`config.mk`:
```
export PLATFORM = sky130hd
export DESIGN_NAME = acc_writeback
export DESIGN_NICKNAME = d
export VERILOG_FILES = /design/src/rtl/acc_wb_pkg.sv /design/src/rtl/acc_wb_fifo.sv /design/src/rtl/acc_writeback.sv
export SDC_FILE = /design/constraint.sdc
export NUM_CORES = 1
export LEC_CHECK = 0
export BUFFER_PORTS_ARGS = -buffer_cell sky130_fd_sc_hd__buf_2
export CAP_MARGIN = 20
export CORE_UTILIZATION = 40
export DETAILED_ROUTE_END_ITERATION = 7
export GPL_TIMING_DRIVEN = 0
export HOLD_SLACK_MARGIN = 0.02
export PLACE_DENSITY = 0.6
export REMOVE_ABC_BUFFERS = 1
export SYNTH_ARGS = -nofsm -noshare
export SYNTH_HDL_FRONTEND = slang
export SYNTH_SLANG_ARGS = --single-unit
```
`constraint.sdc`:
```
create_clock -name clock -period 2.2 [get_ports clock]
set_input_delay 0.11 -clock clock [delete_from_list [all_inputs] [get_ports clock]]
set_output_delay 0.11 -clock clock [all_outputs]
set_load 0.1 [all_outputs]
```
`src/rtl/acc_wb_pkg.sv`:
```
// Shared types for the accumulator write-back path: data width, FSM states and the FIFO entry layout.
package acc_wb_pkg;

  localparam int ACC_W        = 8;
  localparam int ENTRY_ADDR_W = 8;

  typedef enum logic [1:0] {
    IDLE  = 2'd0,
    WRITE = 2'd1,
    READ  = 2'd2
  } state_t;

  typedef struct packed {
    logic [ENTRY_ADDR_W-1:0] addr;
    logic [ACC_W-1:0]        data;
  } acc_entry_t;

endpackage

```
`src/rtl/acc_wb_fifo.sv`:
```
// Small synchronous FIFO with async reset on the pointers/count; the storage array is data only.
module acc_wb_fifo #(
  parameter int W     = 16,
  parameter int DEPTH = 4
) (
  input  logic                     clock,
  input  logic                     reset,
  input  logic                     push,
  input  logic                     pop,
  input  logic [W-1:0]             din,
  output logic [W-1:0]             head,
  output logic                     full,
  output logic                     empty,
  output logic [$clog2(DEPTH):0]   level
);

  localparam int PTR_W = $clog2(DEPTH);

  logic [W-1:0]     mem [DEPTH];
  logic [PTR_W-1:0] wr_ptr;
  logic [PTR_W-1:0] rd_ptr;
  logic [PTR_W:0]   count;
  logic             push_ok;
  logic             pop_ok;

  // Admission uses pre-edge full/empty, so a same-cycle pop never frees room for a push.
  assign push_ok = push & ~full;
  assign pop_ok  = pop & ~empty;

  always_ff @(posedge clock or posedge reset) begin
    if (reset) begin
      wr_ptr <= '0;
      rd_ptr <= '0;
      count  <= '0;
    end else begin
      if (push_ok) wr_ptr <= wr_ptr + 1'b1;
      if (pop_ok)  rd_ptr <= rd_ptr + 1'b1;
      case ({push_ok, pop_ok})
        2'b10:   count <= count + 1'b1;
        2'b01:   count <= count - 1'b1;
        default: count <= count;
      endcase
    end
  end

  always_ff @(posedge clock) begin
    if (push_ok) mem[wr_ptr] <= din;
  end

  assign head  = mem[rd_ptr];
  assign full  = (count == (PTR_W+1)'(DEPTH));
  assign empty = (count == '0);
  assign level = count;

endmodule

```
`src/rtl/acc_writeback.sv`:
```
// Accumulator store drain: queues {addr, acc} on store and writes each entry to data memory over req/ack.
// Optional ACC_WB_READBACK_EN adds a read-back verify of every write.
module acc_writeback
  import acc_wb_pkg::*;
#(
  parameter int ADDR_W = 8,
  parameter int DEPTH  = 4
) (
  input  logic                   clock,
  input  logic                   reset,
  input  logic [ACC_W-1:0]       acc_in,
  input  logic                   store,
  input  logic [ADDR_W-1:0]      store_addr,
  input  logic                   clear_err,
  output logic                   full,
  output logic                   empty,
  output logic [$clog2(DEPTH):0] level,
  output logic                   overflow_err,
  output logic                   mismatch_err,
  output logic                   mem_req,
  output logic                   mem_we,
  output logic [ADDR_W-1:0]      mem_addr,
  output logic [ACC_W-1:0]       mem_wdata,
  input  logic [ACC_W-1:0]       mem_rdata,
  input  logic                   mem_ack
);

  localparam int ENT_W = ADDR_W + ACC_W;

  state_t           state;
  state_t           state_nxt;
  logic             pop;
  logic [ENT_W-1:0] head;
  logic [ADDR_W-1:0] head_addr;
  logic [ACC_W-1:0]  head_data;

  acc_wb_fifo #(
    .W     (ENT_W),
    .DEPTH (DEPTH)
  ) u_fifo (
    .clock (clock),
    .reset (reset),
    .push  (store),
    .pop   (pop),
    .din   ({store_addr, acc_in}),
    .head  (head),
    .full  (full),
    .empty (empty),
    .level (level)
  );

  assign head_addr = head[ENT_W-1:ACC_W];
  assign head_data = head[ACC_W-1:0];

  always_ff @(posedge clock or posedge reset) begin
    if (reset) state <= IDLE;
    else       state <= state_nxt;
  end

  always_comb begin
    state_nxt = state;
    case (state)
      IDLE:  if (!empty) state_nxt = WRITE;
`ifdef ACC_WB_READBACK_EN
      WRITE: if (mem_ack) state_nxt = READ;
      READ:  if (mem_ack) state_nxt = IDLE;
`else
      WRITE: if (mem_ack) state_nxt = IDLE;
`endif
      default: state_nxt = IDLE;
    endcase
  end

  // Address/data are gated by the request so they read 0 while idle instead of stale FIFO contents.
  always_comb begin
    mem_req   = 1'b0;
    mem_we    = 1'b0;
    mem_addr  = '0;
    mem_wdata = '0;
    pop       = 1'b0;
    case (state)
      WRITE: begin
        mem_req   = 1'b1;
        mem_we    = 1'b1;
        mem_addr  = head_addr;
        mem_wdata = head_data;
`ifndef ACC_WB_READBACK_EN
        pop       = mem_ack;
`endif
      end
`ifdef ACC_WB_READBACK_EN
      READ: begin
        mem_req  = 1'b1;
        mem_addr = head_addr;
        pop      = mem_ack;
      end
`endif
      default: ;
    endcase
  end

  // Sticky flags: a fresh error in the same cycle as clear_err keeps the flag set.
  always_ff @(posedge clock or posedge reset) begin
    if (reset) overflow_err <= 1'b0;
    else       overflow_err <= (store & full) | (overflow_err & ~clear_err);
  end

`ifdef ACC_WB_READBACK_EN
  logic mismatch_set;
  assign mismatch_set = (state == READ) & mem_ack & (mem_rdata != head_data);

  always_ff @(posedge clock or posedge reset) begin
    if (reset) mismatch_err <= 1'b0;
    else       mismatch_err <= mismatch_set | (mismatch_err & ~clear_err);
  end
`else
  logic unused_rdata;
  assign unused_rdata = ^mem_rdata;
  assign mismatch_err = 1'b0;
`endif

endmodule

```
==> flow_summary.toml, run 1 <==
[cells_and_area]
post-route-util_pct = 50.85
fillCellCount = 640
antenna_cells = 0
drive_gt1_share_pct = 33.78
nNetsFinal = 255
area_growth_pct = 23.25

[global_route]
grt_max_degree = 21
grt_pass1_wl_mm = 8.052
gr-usage-all-layers_pct = 14.94
grt-ovfl-total = 0
grt_pass1_vias = 1561
antenna_found_initial = 0

[setup_path]
end_kind = "output pin"
path_class = "flip-flop to output pin"
r2r_cells = 9
r2r_start = "u_fifo.level[0]"
required_ns = 2.09
r2r_end = "u_fifo.level[2]"
crit_path_end = "mem_addr[4]"
cp-startpoint = "u_fifo.rd_ptr[0]"
cp_max_fo = 9
r2r_slack_ns = 0.18
arrival_ns = 1.95
critPathLaunchType = "flip-flop"

[timing]
post-route-period-util_pct = 93.64
hold_viol_final = 0
max_freq_mhz = 485.4
period_minus_slack_ns = 2.060
rsz0062_at_grt = "no"
fin_worst_skew_ns = 0.009002
slew_viol_final = 0
timing.final.ws_setup_ns = 0.1399
finalSetupViolCount = 0

[synth]
synthTopCellsByCount = "64 x edfxtp_1, 20 x and2_1, 9 x dfrtp_1"
ys_ff_latch = 73
ys_seq_area_share_pct = 72.13
ys_types = 25
avgSynthCellArea_sq_um = 19.98
synth_flop_cell = "edfxtp_1"
yosys_warnings = 0
synth_top_area_cell = "edfxtp_1"
synthCells = 149
async_flop_share_pct = 12.33
yosys-top-cells-area = "edfxtp_1 65%, dfrtp_1 7.6%, mux4_1 7.1%, mux4_2 6.1%, and2_1 4.2%"
synth_edf_count = 64
yosysMostFrequentCell = "edfxtp_1"
syn_area_sq_um = 2977
synth_top_area_share_pct = 64.56

[clocking]
clkTransAtPathRegs_ns = 0.07
htree_levels = 3
cts_tree = "done"
clock_latency_ns = 0.34
cts_root_buffer = "clkbuf_8"
cts.path.max_buffers = 2
numCtsBuffers = 9
cts.sinks = 73

[placed_design]
place_ws_ns = -0.1042
gp_congestion = 0.6188
port_buffers = 44
post-dp-hpwl_mm = 3.205

[outcome]
status = "completed"

[floorplan]
die_y_um = 88.27
die_area_sq_um = 7791
fp-row-count = 31
start_util_pct = 41.26
fp.coreArea_sq_um = 7214
ios = 54
die_width_um = 88.27

[detailed_routing]
post_drt_wl_per_cell_um = 15.90
drt_iter0_drc = 58
dr.pass1.iters = 4
vias = 1507
drt-vias-per-instance = 4.651
routed_wl_mm = 5.152
drc = 0
ant_nets = 0

[min_path]
hold_path_depth = 3
hp-class = "primary input to flip-flop"

[run]
max_cap_viol_count = 0
[cells by family (layout without fill, tap and decap cells)]
logic type | after synthesis | count (layout) | share of synthesized area (%)
AOI/OAI and AO/OA | 2 | 2 | 0.5043
adders and majority gates | 6 | 6 | 2.774
DFF | 73 | 73 | 72.13
muxes | 19 | 19 | 14.17
xor gates and xnor gates | 6 | 6 | 1.766
buffers and inverters | 16 | 92 | 3.153
and+or+nand+nor | 26 | 26 | 5.380
other | 1 | 1 | 0.1260
[critical path, cell delays in order, from the launching register on]
cell     delay (ns)
dfrtp_4        0.46
buf_6          0.19
mux4_2         0.50
and2_1         0.16
buf_2          0.28
[worst min-delay path by stage]
stage / from / end / slack, ns
2_1_floorplan: reset / overflow_err / -0.06
3_3_place_gp: reset / u_fifo.wr_ptr[1] / 0.08
3_5_place_dp: reset / overflow_err / 0.1
4_1_cts: store / u_fifo.wr_ptr[0] / 0.24
5_1_grt: store / u_fifo.wr_ptr[0] / 0.26
6_report: store / u_fifo.wr_ptr[0] / 0.25
[final cells by class]
| type | count | area (sq um) | share of cell area [%] |
|---|---|---|---|
| flip-flops and latches | 73 | 2153 | 58.70 |
| clock inverters | 1 | 5.005 | 0.1364 |
| clock buffers | 15 | 156.4 | 4.263 |
| repair buffers | 68 | 459.2 | 12.52 |
| well taps | 99 | 123.9 | 3.377 |
| inverters | 8 | 30.03 | 0.8186 |
| multi-input cells | 60 | 740.7 | 20.19 |
[per-layer routing]
metal / vias up / track usage [%] / part of all wire, % / wire [um]
li1: 710 / - / - / -
met1: 752 / 18.05 / 43 / 2204
met2: 37 / 24.62 / 51 / 2647
met3: 8 / 4.944 / 4.4 / 225
met4: 0 / 6.598 / 1.4 / 74
met5: - / 0 / 0 / 0
[layout by cell type (no fill, tap or decap)]
master          n
mux4_2          8
nor3b_2         1
inv_1           8
and2_1         16
nor2_1          1
and2_2          4
xnor2_1         3
buf_6           1
mux2i_1         2
dfrtp_1         6
dfrtp_4         1
mux4_1          8
ha_1            5
conb_1          1
mux2_2          1
dlygate4sd3_1  20
nor2b_1         1
nor3_1          1
edfxtp_1       64
o311a_1         1
buf_2          42
buf_4           5
nand2_1         2
o21ai_0         1
dfrtp_2         2
xor2_1          3
fa_1            1
clkbuf_8       10
clkbuf_1        5
clkinv_2        1
[timing repair]
action	4_1_cts	5_1_grt
hold buffers	20	0
endpoints found under the setup margin	17	71
gates resized for setup	6	4
buffers inserted	1	3
hold endpoints to repair	75	0
pin swaps	0	1
[flip-flops by register name (all words and copies together), names as in the netlist]
| register | count |
|---|---|
| u_fifo.wr_ptr | 2 |
| u_fifo.rd_ptr | 2 |
| state | 1 |
| u_fifo.level | 3 |
| u_fifo.mem | 64 |
| overflow_err | 1 |
[per-stage QoR]
stage	std cells	area (sq um)	hold slack [ns]	setup TNS, ns
final	324	3669	0.2518	0
after global routing	324	3669	0.2598	0
after CTS	321	3641	0.2427	0
after detailed placement	284	3257	0.09795	-0.8422
after global placement	284	3257	0.08005	-0.3768
after floorplan	141	2913	-0.06208	-96.59
Power of run 1 is left out: the tool's default activity adds up to more than one toggle a clock period on the data nets, which glitch-free logic cannot reach.
==> inputs of run 2 (changes only) <==
==> constraint.sdc (replaced) <==
create_clock -name clock -period 2.17 [get_ports clock]
set_input_delay 0.1085 -clock clock [delete_from_list [all_inputs] [get_ports clock]]
set_output_delay 0.1085 -clock clock [all_outputs]
set_load 0.1 [all_outputs]
==> flow_summary.toml, run 2 (same netlist as run 1, synthesis figures left out) <==
[outcome]
status = "completed"

[timing]
finalSetupViolCount = 0
post-route-period-util_pct = 94.64
rsz0062_at_grt = "no"
setup_tns_ns = 0
max_freq_mhz = 486.9
fin_worst_skew_ns = 0.007994
period_minus_slack_ns = 2.054
slew_viol_final = 0
hold_slack_ns = 0.2354
timing.final.ws_setup_ns = 0.1163
hold_viol_final = 0

[global_route]
grt_pass1_vias = 1567
grt_max_degree = 21
grt-ovfl-total = 0
antenna_found_initial = 0
gr-usage-all-layers_pct = 14.98
grt_pass1_wl_mm = 8.079

[placed_design]
post-dp-hpwl_mm = 3.205
dp.cells = 284
gp_congestion = 0.6188
place_ws_ns = -0.1327
port_buffers = 44

[clocking]
cts.path.max_buffers = 2
numCtsBuffers = 9
clkTransAtPathRegs_ns = 0.07
htree_levels = 3
cts.sinks = 73
clock_latency_ns = 0.34
cts_root_buffer = "clkbuf_8"
cts_tree = "done"

[setup_path]
path_class = "flip-flop to output pin"
cp_max_fo = 4
required_ns = 2.06
slowest_delay_ns = 0.53
crit_slowest_cell = "mux4_1"
end_kind = "output pin"
critPathLaunchType = "flip-flop"
arrival_ns = 1.95
path_cells = "buf_12, mux4_1, and2_1, buf_2"

[floorplan]
fp.coreArea_sq_um = 7214
die_area_sq_um = 7791
die_width_um = 88.27
die_y_um = 88.27
fp-row-count = 31
start_util_pct = 41.26
ios = 54

[detailed_routing]
ant_nets = 0
dr.pass1.iters = 6
post_drt_wl_per_cell_um = 16.15
drt-vias-per-instance = 4.644
routed_wl_mm = 5.216
drt_iter0_drc = 49
vias = 1500
drc = 0

[cells_and_area]
antenna_cells = 0
largest_register_ffs = 64
final_cell_mix = "64 x edfxtp_1, 37 x buf_2, 20 x dlygate4sd3_1, 16 x and2_1, 10 x clkbuf_8"
nNetsFinal = 254
regMostFlops = "u_fifo.mem"
area_growth_pct = 24.34
drive_gt1_share_pct = 33.93
final_common_cell = "edfxtp_1"
instances_no_fill = 323

[run]
max_cap_viol_count = 0

[min_path]
hp-class = "primary input to flip-flop"
==> run 2: cell count changes in the layout (fill, tap and decap cells not counted) <==
| cell | before | now |
|---|---|---|
| buf_2 | 42 | 37 |
| nor2b_1 | 1 | 0 |
| nor2b_2 | 0 | 1 |
| buf_4 | 5 | 7 |
| buf_12 | 0 | 2 |
==> run 2: layout make-up <==
type,instances,area (sq um)
fillers,633,3513
flip-flops and latches,73,2153
multi-input cells,60,743.2
repair buffers,67,489.2
clock buffers,15,156.4
well taps,99,123.9
inverters,8,30.03
clock inverters,1,5.005
==> run 2: per-stage QoR <==
stage / util (%) / area, sq um
global route: 51.30 / 3701
CTS: 50.64 / 3654
global placement: 45.14 / 3257
detailed placement: 45.14 / 3257
floorplan: - / 2913
finish: 51.30 / 3701
==> run 2: path summary, 6_finish.rpt <==
kind	startpoint	to	slack, ns	depth (start not counted)
max	u_fifo.rd_ptr[0]	mem_wdata[4]	0.12	4
min	store	u_fifo.wr_ptr[0]	0.24	3
max reg2reg	u_fifo.level[0]	u_fifo.level[2]	0.17	9
min reg2reg	u_fifo.level[2]	u_fifo.level[2]	0.53	1
max in group asynchronous	reset	u_fifo.rd_ptr[0]	1.60	3
min in group asynchronous	reset	u_fifo.wr_ptr[0]	0.27	3
==> run 2: routing by layer <==
metal	track usage (%)	vias to the layer above	part of all wire, %
li1	-	709	-
met1	18.05	752	44
met2	24.76	33	52
met3	4.944	6	3.7
met4	6.598	0	0.92
met5	0	-	0
==> run 2: repair_timing <==
item,CTS,global route
gates resized for setup,11,5
endpoints found under the setup margin,17,72
hold endpoints to repair,75,0
pin swaps,0,1
hold buffers,20,0
setup buffers,1,2
==> run 2: critical path: cells and delay by family (launching register included) <==
kind | cells | cell delay [ns]
DFF | 1 | 0.47
muxes | 1 | 0.53
buffers and inverters | 2 | 0.41
and+or+nand+nor | 1 | 0.19
Power of run 2 is left out for the same reason.
